**src/rtl/adat_frame_deserializer.sv**
```systemverilog
// ADAT frame deserializer: locks onto the zero-run sync pattern, strips the 1-bit
// nibble separators and delivers user bits plus per-channel samples with lock status.
`timescale 1ns/1ps
module adat_frame_deserializer #(
  parameter int CHANNELS     = 8,
  parameter int SAMPLE_WIDTH = 24,
  parameter int SYNC_ZEROS   = 10,
  parameter int LOCK_FRAMES  = 2,
  localparam int CH_W        = (CHANNELS > 1) ? $clog2(CHANNELS) : 1
) (
  input  logic                    clk,
  input  logic                    reset,
  input  logic                    in,
  input  logic                    enable,
  output logic [SAMPLE_WIDTH-1:0] sample_data,
  output logic [CH_W-1:0]         sample_channel,
  output logic                    sample_rdy,
  output logic [3:0]              user_bits,
  output logic                    frame_rdy,
  output logic                    locked,
  output logic                    error
);

  localparam int              NIBS     = SAMPLE_WIDTH / 4;
  localparam logic [3:0]      SYNC_LEN = 4'(SYNC_ZEROS);
  localparam logic [3:0]      LOCK_LEN = 4'(LOCK_FRAMES);
  localparam logic [2:0]      LAST_NIB = 3'(NIBS - 1);
  localparam logic [CH_W-1:0] LAST_CH  = CH_W'(CHANNELS - 1);

  typedef enum logic [1:0] {HUNT, USER, DATA, SYNC} state_t;

  state_t                  state, state_nxt;
  logic [3:0]              zero_cnt, zero_nxt;
  logic [2:0]              bit_cnt, bit_nxt;
  logic [2:0]              nib_cnt, nib_nxt;
  logic [CH_W-1:0]         chan_cnt, chan_nxt;
  logic [3:0]              good_cnt, good_nxt;
  logic [3:0]              user_sr, user_sr_nxt;
  logic [SAMPLE_WIDTH-1:0] sample_sr, sample_sr_nxt;
  logic [SAMPLE_WIDTH-1:0] sample_data_nxt;
  logic [CH_W-1:0]         sample_channel_nxt;
  logic [3:0]              user_bits_nxt;
  logic                    sample_rdy_nxt, frame_rdy_nxt, locked_nxt, error_nxt;
  logic                    fault;

  function automatic logic [3:0] sat_inc(input logic [3:0] v);
    return (v == 4'hF) ? v : v + 4'd1;
  endfunction

  // NOTE: every signal gets its hold value first so no path through the case infers a latch.
  always_comb begin
    state_nxt          = state;
    zero_nxt           = zero_cnt;
    bit_nxt            = bit_cnt;
    nib_nxt            = nib_cnt;
    chan_nxt           = chan_cnt;
    good_nxt           = good_cnt;
    user_sr_nxt        = user_sr;
    sample_sr_nxt      = sample_sr;
    sample_data_nxt    = sample_data;
    sample_channel_nxt = sample_channel;
    user_bits_nxt      = user_bits;
    locked_nxt         = locked;
    sample_rdy_nxt     = 1'b0;
    frame_rdy_nxt      = 1'b0;
    error_nxt          = 1'b0;
    fault              = 1'b0;

    if (enable) begin
      unique case (state)
        HUNT: begin
          if (!in) begin
            zero_nxt = sat_inc(zero_cnt);
          end else begin
            zero_nxt = 4'd0;
            if (zero_cnt >= SYNC_LEN) begin
              state_nxt = USER;
              bit_nxt   = 3'd0;
            end
          end
        end
        USER: begin
          if (bit_cnt != 3'd4) begin
            user_sr_nxt = {user_sr[2:0], in};
            bit_nxt     = bit_cnt + 3'd1;
          end else if (in) begin
            user_bits_nxt = user_sr;
            state_nxt     = DATA;
            bit_nxt       = 3'd0;
            nib_nxt       = 3'd0;
            chan_nxt      = '0;
          end else begin
            fault = 1'b1;
          end
        end
        DATA: begin
          if (bit_cnt != 3'd4) begin
            sample_sr_nxt = {sample_sr[SAMPLE_WIDTH-2:0], in};
            bit_nxt       = bit_cnt + 3'd1;
          end else if (!in) begin
            fault = 1'b1;
          end else begin
            bit_nxt = 3'd0;
            if (nib_cnt != LAST_NIB) begin
              nib_nxt = nib_cnt + 3'd1;
            end else begin
              nib_nxt            = 3'd0;
              sample_data_nxt    = sample_sr;
              sample_channel_nxt = chan_cnt;
              sample_rdy_nxt     = 1'b1;
              if (chan_cnt != LAST_CH) begin
                chan_nxt = chan_cnt + CH_W'(1);
              end else begin
                chan_nxt      = '0;
                frame_rdy_nxt = 1'b1;
                state_nxt     = SYNC;
                zero_nxt      = 4'd0;
                good_nxt      = (good_cnt == LOCK_LEN) ? LOCK_LEN : good_cnt + 4'd1;
                locked_nxt    = (good_nxt == LOCK_LEN);
              end
            end
          end
        end
        SYNC: begin
          if (!in) begin
            if (zero_cnt == SYNC_LEN) fault = 1'b1;
            else                      zero_nxt = zero_cnt + 4'd1;
          end else if (zero_cnt == SYNC_LEN) begin
            state_nxt = USER;
            zero_nxt  = 4'd0;
            bit_nxt   = 3'd0;
          end else begin
            fault = 1'b1;
          end
        end
        default: state_nxt = HUNT;
      endcase

      // The offending bit seeds the hunt's zero run, so an over-long sync can still be caught.
      if (fault) begin
        state_nxt  = HUNT;
        error_nxt  = 1'b1;
        locked_nxt = 1'b0;
        good_nxt   = 4'd0;
        bit_nxt    = 3'd0;
        nib_nxt    = 3'd0;
        chan_nxt   = '0;
        zero_nxt   = in ? 4'd0 : sat_inc(zero_cnt);
      end
    end
  end

  // NOTE: sequential state uses non-blocking assignments so all registers update together.
  always_ff @(posedge clk) begin
    if (reset) begin
      state          <= HUNT;
      zero_cnt       <= 4'd0;
      bit_cnt        <= 3'd0;
      nib_cnt        <= 3'd0;
      chan_cnt       <= '0;
      good_cnt       <= 4'd0;
      // NOTE: the shift registers are small, so they are cleared too for a deterministic reset state.
      user_sr        <= 4'd0;
      sample_sr      <= '0;
      sample_data    <= '0;
      sample_channel <= '0;
      user_bits      <= 4'd0;
      sample_rdy     <= 1'b0;
      frame_rdy      <= 1'b0;
      locked         <= 1'b0;
      error          <= 1'b0;
    end else begin
      state          <= state_nxt;
      zero_cnt       <= zero_nxt;
      bit_cnt        <= bit_nxt;
      nib_cnt        <= nib_nxt;
      chan_cnt       <= chan_nxt;
      good_cnt       <= good_nxt;
      user_sr        <= user_sr_nxt;
      sample_sr      <= sample_sr_nxt;
      sample_data    <= sample_data_nxt;
      sample_channel <= sample_channel_nxt;
      user_bits      <= user_bits_nxt;
      sample_rdy     <= sample_rdy_nxt;
      frame_rdy      <= frame_rdy_nxt;
      locked         <= locked_nxt;
      error          <= error_nxt;
    end
  end

endmodule

```
**config.mk**
```make
export PLATFORM = sky130hd
export DESIGN_NAME = adat_frame_deserializer
export DESIGN_NICKNAME = d
export VERILOG_FILES = /design/src/rtl/adat_frame_deserializer.sv
export SDC_FILE = /design/constraint.sdc
export NUM_CORES = 1
export LEC_CHECK = 0
export ABC_CLOCK_PERIOD_IN_PS = 2170
export CORE_AREA = 2 2 93 95
export CTS_CLUSTER_DIAMETER = 100
export CTS_CLUSTER_SIZE = 24
export DETAILED_ROUTE_END_ITERATION = 6
export DIE_AREA = 0 0 95 97
export PLACE_DENSITY = 0.67
export SLEW_MARGIN = 25
export SYNTH_ARGS = -nofsm -noshare
export SYNTH_HDL_FRONTEND = slang
export SYNTH_SLANG_ARGS = --single-unit
```
**constraint.sdc**
```tcl
create_clock -name clk -period 2.17 [get_ports clk]
set_input_delay 0.434 -clock clk [delete_from_list [all_inputs] [get_ports clk]]
set_output_delay 0.434 -clock clk [all_outputs]
set_load 0.1 [all_outputs]
```
Word-level counts from Yosys, hierarchy flattened. Index checks and enable logic that the tools add are counted.

Add/subtract/negate cells: 5. $lt $le $gt $ge: 1. Equal/unequal tests: 26. Muxes and demuxes: 66. Bitwise gates (word level): 5. Reductions and logical operators: 19.

Operators with widths (count): two-way mux 4 bit (17); two-way mux 3 bit (17); inequality test 3 bit, second input constant (13); two-way mux 2 bit (11); AND reduction 6 bit (3); two-way mux 1 bit (15); one-hot mux 3 bit (2 select lines) (2); one-hot mux 4 bit (3 select lines) (1); AND reduction 11 bit (1); adder 3 x 1 -> 3 bit, second input constant (3); one-hot mux 3 bit (3 select lines) (1); adder 4 x 1 -> 4 bit, second input constant (2); == test 4 x 2 -> 1 bit, second input constant (2); == test 4 bit, second input constant (2); inequality test 4 bit, second input constant (2); one-hot mux 2 bit (4 select lines) (1); AND reduction 8 bit (1); AND reduction 7 bit (1); inequality test 2 x 1 -> 1 bit, second input constant (3); AND reduction 3 bit (2); OR reduction 6 bit (1); inverter 1 bit (5); AND reduction 5 bit (1); OR reduction 5 bit (1); 11 further kinds (14).

Register bits: 82. Output and inout port bits: 35.

Depth between registers and ports, before layout.
Depth after elaboration: 9. Mapped depth: 11.

Least setup slack after synthesis. Ideal clock, no wire load.

Path type: register -> register. From: reg zero_cnt[0]. To: reg nib_cnt[1]. Data arrival time: 2287 ps. Required time: 2091 ps. Path slack: -196 ps. Cell stages (with the launch flop): 11. Period minus slack after synthesis: 2366 ps. Cells stage by stage: dfxtp_1 inv_1 ha_1 nand3b_1 inv_1 ha_1 nor3b_1 nor2_1 or4_1 and2_1 a211oi_2.

Cells in the longest elaborated chain, start to end: 7. Elaborated cells on any way between the ends: 13. Classes of those cells: eq/ne (5); mux (6); reduce/logical (2).

Ends and longest elaborated chain: start: declaration (line 33) `logic [3:0] zero_cnt, zero_nxt;`; start signal: assignment (line 174) `zero_cnt <= zero_nxt;`; == test 4 bit * (line 126, 128); two-way mux 1 bit, on equally long branches (line 126, 128); two-way mux 1 bit * (line 125) `if (!in) begin`; one-hot mux 1 bit (2 select lines) * (line 70) `unique case (state)`; two-way mux 1 bit * (line 69) `if (enable) begin`; inequality test 3 bit (no line) or nonzero test 3 bit (tied branches); AND reduction 6 bit (no line); end signal: assignment (line 176) `nib_cnt <= nib_nxt;`; end: declaration (line 35) `logic [2:0] nib_cnt, nib_nxt;`.

Mark *: on every way between the ends. The rest lies on a longest branch, timed or not. The select of a mux whose other input is x is not followed. A chain may end at the register's enable or synchronous reset.

Final worst setup path.
From: reg zero_cnt[0]. To: reg chan_cnt[1].

Cells in the longest elaborated chain, start to end: 7. Elaborated cells on any way between the ends: 14. Classes of those cells: eq/ne (6); mux (6); reduce/logical (2).

Ends and longest elaborated chain: == test 4 bit * (line 126, 128); two-way mux 1 bit, on equally long branches (line 126, 128); two-way mux 1 bit * (line 125); one-hot mux 1 bit (2 select lines) * (line 70); two-way mux 1 bit * (line 69); inequality test 3 bit (no line) or nonzero test 3 bit (tied branches); AND reduction 7 bit (no line); end signal: assignment (line 177) `chan_cnt <= chan_nxt;`; end: declaration (line 36) `logic [CH_W-1:0] chan_cnt, chan_nxt;`.

Marks and branches as above.

==> summary.txt <==
Route
  – Drt wl/cell: between 10 and 15 µm
  – ANT nets after route: 0
  – Drt total wl: 8960 µm
  – Vias: 3466
  – Vias per cell: about 5.3
  – DRC: 0
  – DRT Pass-1 Iters: 5
  – Initial DRC count: 143

Outcome
  – Failing checks: negative setup slack
  – Outcome: complete, but fails checks

Worst setup path
  – Reg2Reg Depth: 12
  – Worst setup path start: zero_cnt[0]$_SDFFE_PP0P_
  – Kind of start point of the critical path: register
  – Reg2reg setup slack: -0.11 ns
  – CP required: between 2 and 2.5 ns
  – WS Path Type: register to register
  – Worst R2R Start: zero_cnt[0]$_SDFFE_PP0P_
  – Critical Path AT: 2.56 ns
  – RR Endpoint: chan_cnt[1]$_SDFFE_PP0P_
  – Crit path max fanout: 6
  – Nature of the critical path endpoint: register

Floorplanning
  – Die H: between 90 and 100 µm
  – Rows: 33
  – Die width: 95 µm
  – Initial core utilization: 0.445
  – Core box area: 0.00813 mm²
  – Die Area: 0.00922 mm²
  – # IOs: 39

Placed design
  – Dpl cells: 620
  – HPWL Detailed: between 5000 and 6000 µm
  – Pre-CTS WS: -0.410 ns
  – Dpl cell area: approximately 0.0044 mm²
  – Port buffer count: 38
  – Placer Congestion: 0.893

CTS
  – CTS clk-pin slew, worst paths: 0.09 ns
  – TritonCTS Sinks: 82
  – Hold-fix buffers, CTS: 0
  – Clk Latency, worst-skew pair: between 0.3 and 0.4 ns
  – Clk buf depth: 2
  – Clk root buf: clkbuf_8
  – CTS tree: done
  – H-tree Lvls: 3
  – TritonCTS Buffers: 9

Logic synthesis
  – Avg Inst Size Synth: 7.97 µm²
  – Commonest cells post-synth: nand2_1 (117), dfxtp_1 (82), a21oi_1 (74), clkbuf_1 (22), nor2_1 (19)
  – Most frequent cell after synthesis: nand2_1
  – Mapped Area: about 0.0036 mm²
  – Cells after Synth: 454
  – Seq/Total Area, Yosys: 0.454
  – Net Count, Synth: 472
  – Synth area leader: dfxtp_1
  – Yosys reg bits: 82
  – Largest cells by area after synthesis: dfxtp_1 (45%), nand2_1 (12%), a21oi_1 (10%)
  – Ys Warns: 0
  – Number of enable flip-flop cells after synthesis: 0
  – Async S/R FF share, synth: 0
  – Synth Flop Type: dfxtp_1
  – Synth unique cells: between 50 and 60
  – Post-synth top area share: 0.454

STA
  – Final Hold Fails: 0
  – Slew HR: 0.567
  – TNS Setup: -0.494 ns
  – Final worst-path cycle share: 1.05
  – Final setup margin: -0.109 ns
  – Post-layout min period: 2.28 ns
  – Finish-stage setup viols: 8
  – Worst clock skew: 0.0106 ns
  – Slew Viols, Final: 0
  – Unrepaired setup endpoints after global routing: true
  – Measured slew at the worst slew-check pin: 0.649 ns
  – Achievable frequency: 439 MHz

Min path
  – Worst hold path type: register to register
  – Hold Startpoint: sample_data[16]$_SDFFE_PP0P_
  – Hold endpoint: sample_data[16]$_SDFFE_PP0P_
  – Hold Path Stages: 2

Final layout
  – Nets@finish: 557
  – Antenna diodes: 0
  – Area delta synth->final: 33.4%
  – Filler cells: 713
  – Reg area: ~0.0017 mm²
  – Final Non-Filler Cells: roughly 650
  – Multi-input logic area: approximately 0.002 mm²
  – Finished Cell Area: 0.00483 mm²
  – Layout cells sized above 1: 0.287

GRT
  – Gr ovfl total: 0
  – First-pass GRT wire length: 14800 µm
  – Initial antenna violation count: 0
  – GRT Total Usage: 0.197
  – Largest net degree at the start of global routing: 33
  – Vias in the first global route: between 3000 and 4000

Power
  – PD cells: 537 mW/mm²
  – VDD IR max: 0.348 mV
  – Leak Pwr: 0.00178 µW

Run
  – Max Cap Viol: 0
## how the worst max path moves through the flow
| stage | endpoint | slack, ns | cells past startpoint |
|---|---|---|---|
| 2_1_floorplan | nib_cnt[1]$_SDFFE_PP0P_ | -0.00007 | 10 |
| 5_1_grt | chan_cnt[1]$_SDFFE_PP0P_ | -0.22 | 12 |
| 3_3_place_gp | chan_cnt[0]$_SDFFE_PP0P_ | -0.35 | 8 |
| 4_1_cts | chan_cnt[0]$_SDFFE_PP0P_ | -0.10 | 11 |
| 6_report | chan_cnt[1]$_SDFFE_PP0P_ | -0.11 | 12 |
| 3_5_place_dp | chan_cnt[0]$_SDFFE_PP0P_ | -0.41 | 8 |
## sequential cells by signal, indices dropped and copies added (netlist names)
register        count
sample_data        24
sample_rdy          1
error               1
good_cnt            4
user_sr             4
nib_cnt             3
frame_rdy           1
zero_cnt            4
state               2
chan_cnt            3
sample_sr          24
bit_cnt             3
user_bits           4
locked              1
sample_channel      3
## where the power goes
group | total [µW] | switching (µW) | internal (µW)
Sequential | 1500 | 1.35 | 1500
Clock | 992 | 564 | 428
Combinational | 96.7 | 57.0 | 39.7
## stage by stage
| stage | hold WS [ns] | total power, µW | utilization |
|---|---|---|---|
| after detailed placement | 0.444 | 1630 | 0.538 |
| after global routing | 0.471 | 2700 | 0.593 |
| after CTS | 0.457 | 2620 | 0.577 |
| final | 0.454 | 2590 | 0.593 |
| after global placement | 0.443 | 1620 | 0.538 |
| after floorplan | 0.437 | 1590 | - |
## critical path: stages (launching register included)
cell	delay [ns]
dfxtp_2	0.34
inv_2	0.04
ha_4	0.15
nand3b_1	0.11
inv_2	0.06
ha_4	0.23
nand2b_4	0.17
buf_6	0.13
a21oi_4	0.23
o211ai_1	0.16
buf_4	0.17
or3_4	0.32
a21oi_2	0.11
## timing repair
action / CTS / global route
endpoints found under the hold margin: 0 / 0
setup endpoints to repair: 13 / 18
pin swaps: 14 / 16
resized for setup: 17 / 25
buffers inserted: 10 / 3
## placed cells by master, fill, tap and decap left out, types with 3 or more instances in the layout
master / instances
clkinvlp_4: 3
o21ai_0: 11
nand2b_1: 4
or4_4: 3
inv_2: 3
ha_1: 10
buf_6: 5
nand3b_1: 4
clkbuf_8: 9
nor2_1: 19
buf_4: 91
nand3_1: 8
and2_1: 4
a21oi_2: 6
dfxtp_1: 78
inv_1: 13
nand2_1: 117
or3_1: 5
mux2i_1: 5
ha_4: 3
inv_6: 3
nor3_1: 4
a21oi_1: 66
## layout make-up
type | instances | area share
multi-input cells | 329 | 0.415
flip-flops and latches | 82 | 0.342
inverters | 16 | 0.0124
clock buffers | 10 | 0.0264
well taps | 105 | 0.0272
repair buffers | 101 | 0.167
clock inverters | 6 | 0.0101
## layer usage
metal	GRT usage	share of wire	vias up
li1	-	-	1725
met1	0.258	0.46	1634
met2	0.321	0.48	96
met3	0.0382	0.048	11
met4	0.0691	0.012	0
met5	0	0	-
## kinds of logic (layout without fill, tap and decap cells)
group	count (synthesis)	count (layout)	share of synthesized area
buffers and inverters	43	133	0.0464
AO/OA/AOI/OAI	117	117	0.190
AND/OR/NAND/NOR	191	191	0.242
XOR/XNOR	1	1	0.00242
multiplexers	6	6	0.0169
flip-flops	82	82	0.454
adder cells (fa/ha/maj)	14	14	0.0484
(Power assumes the default switching activity.)
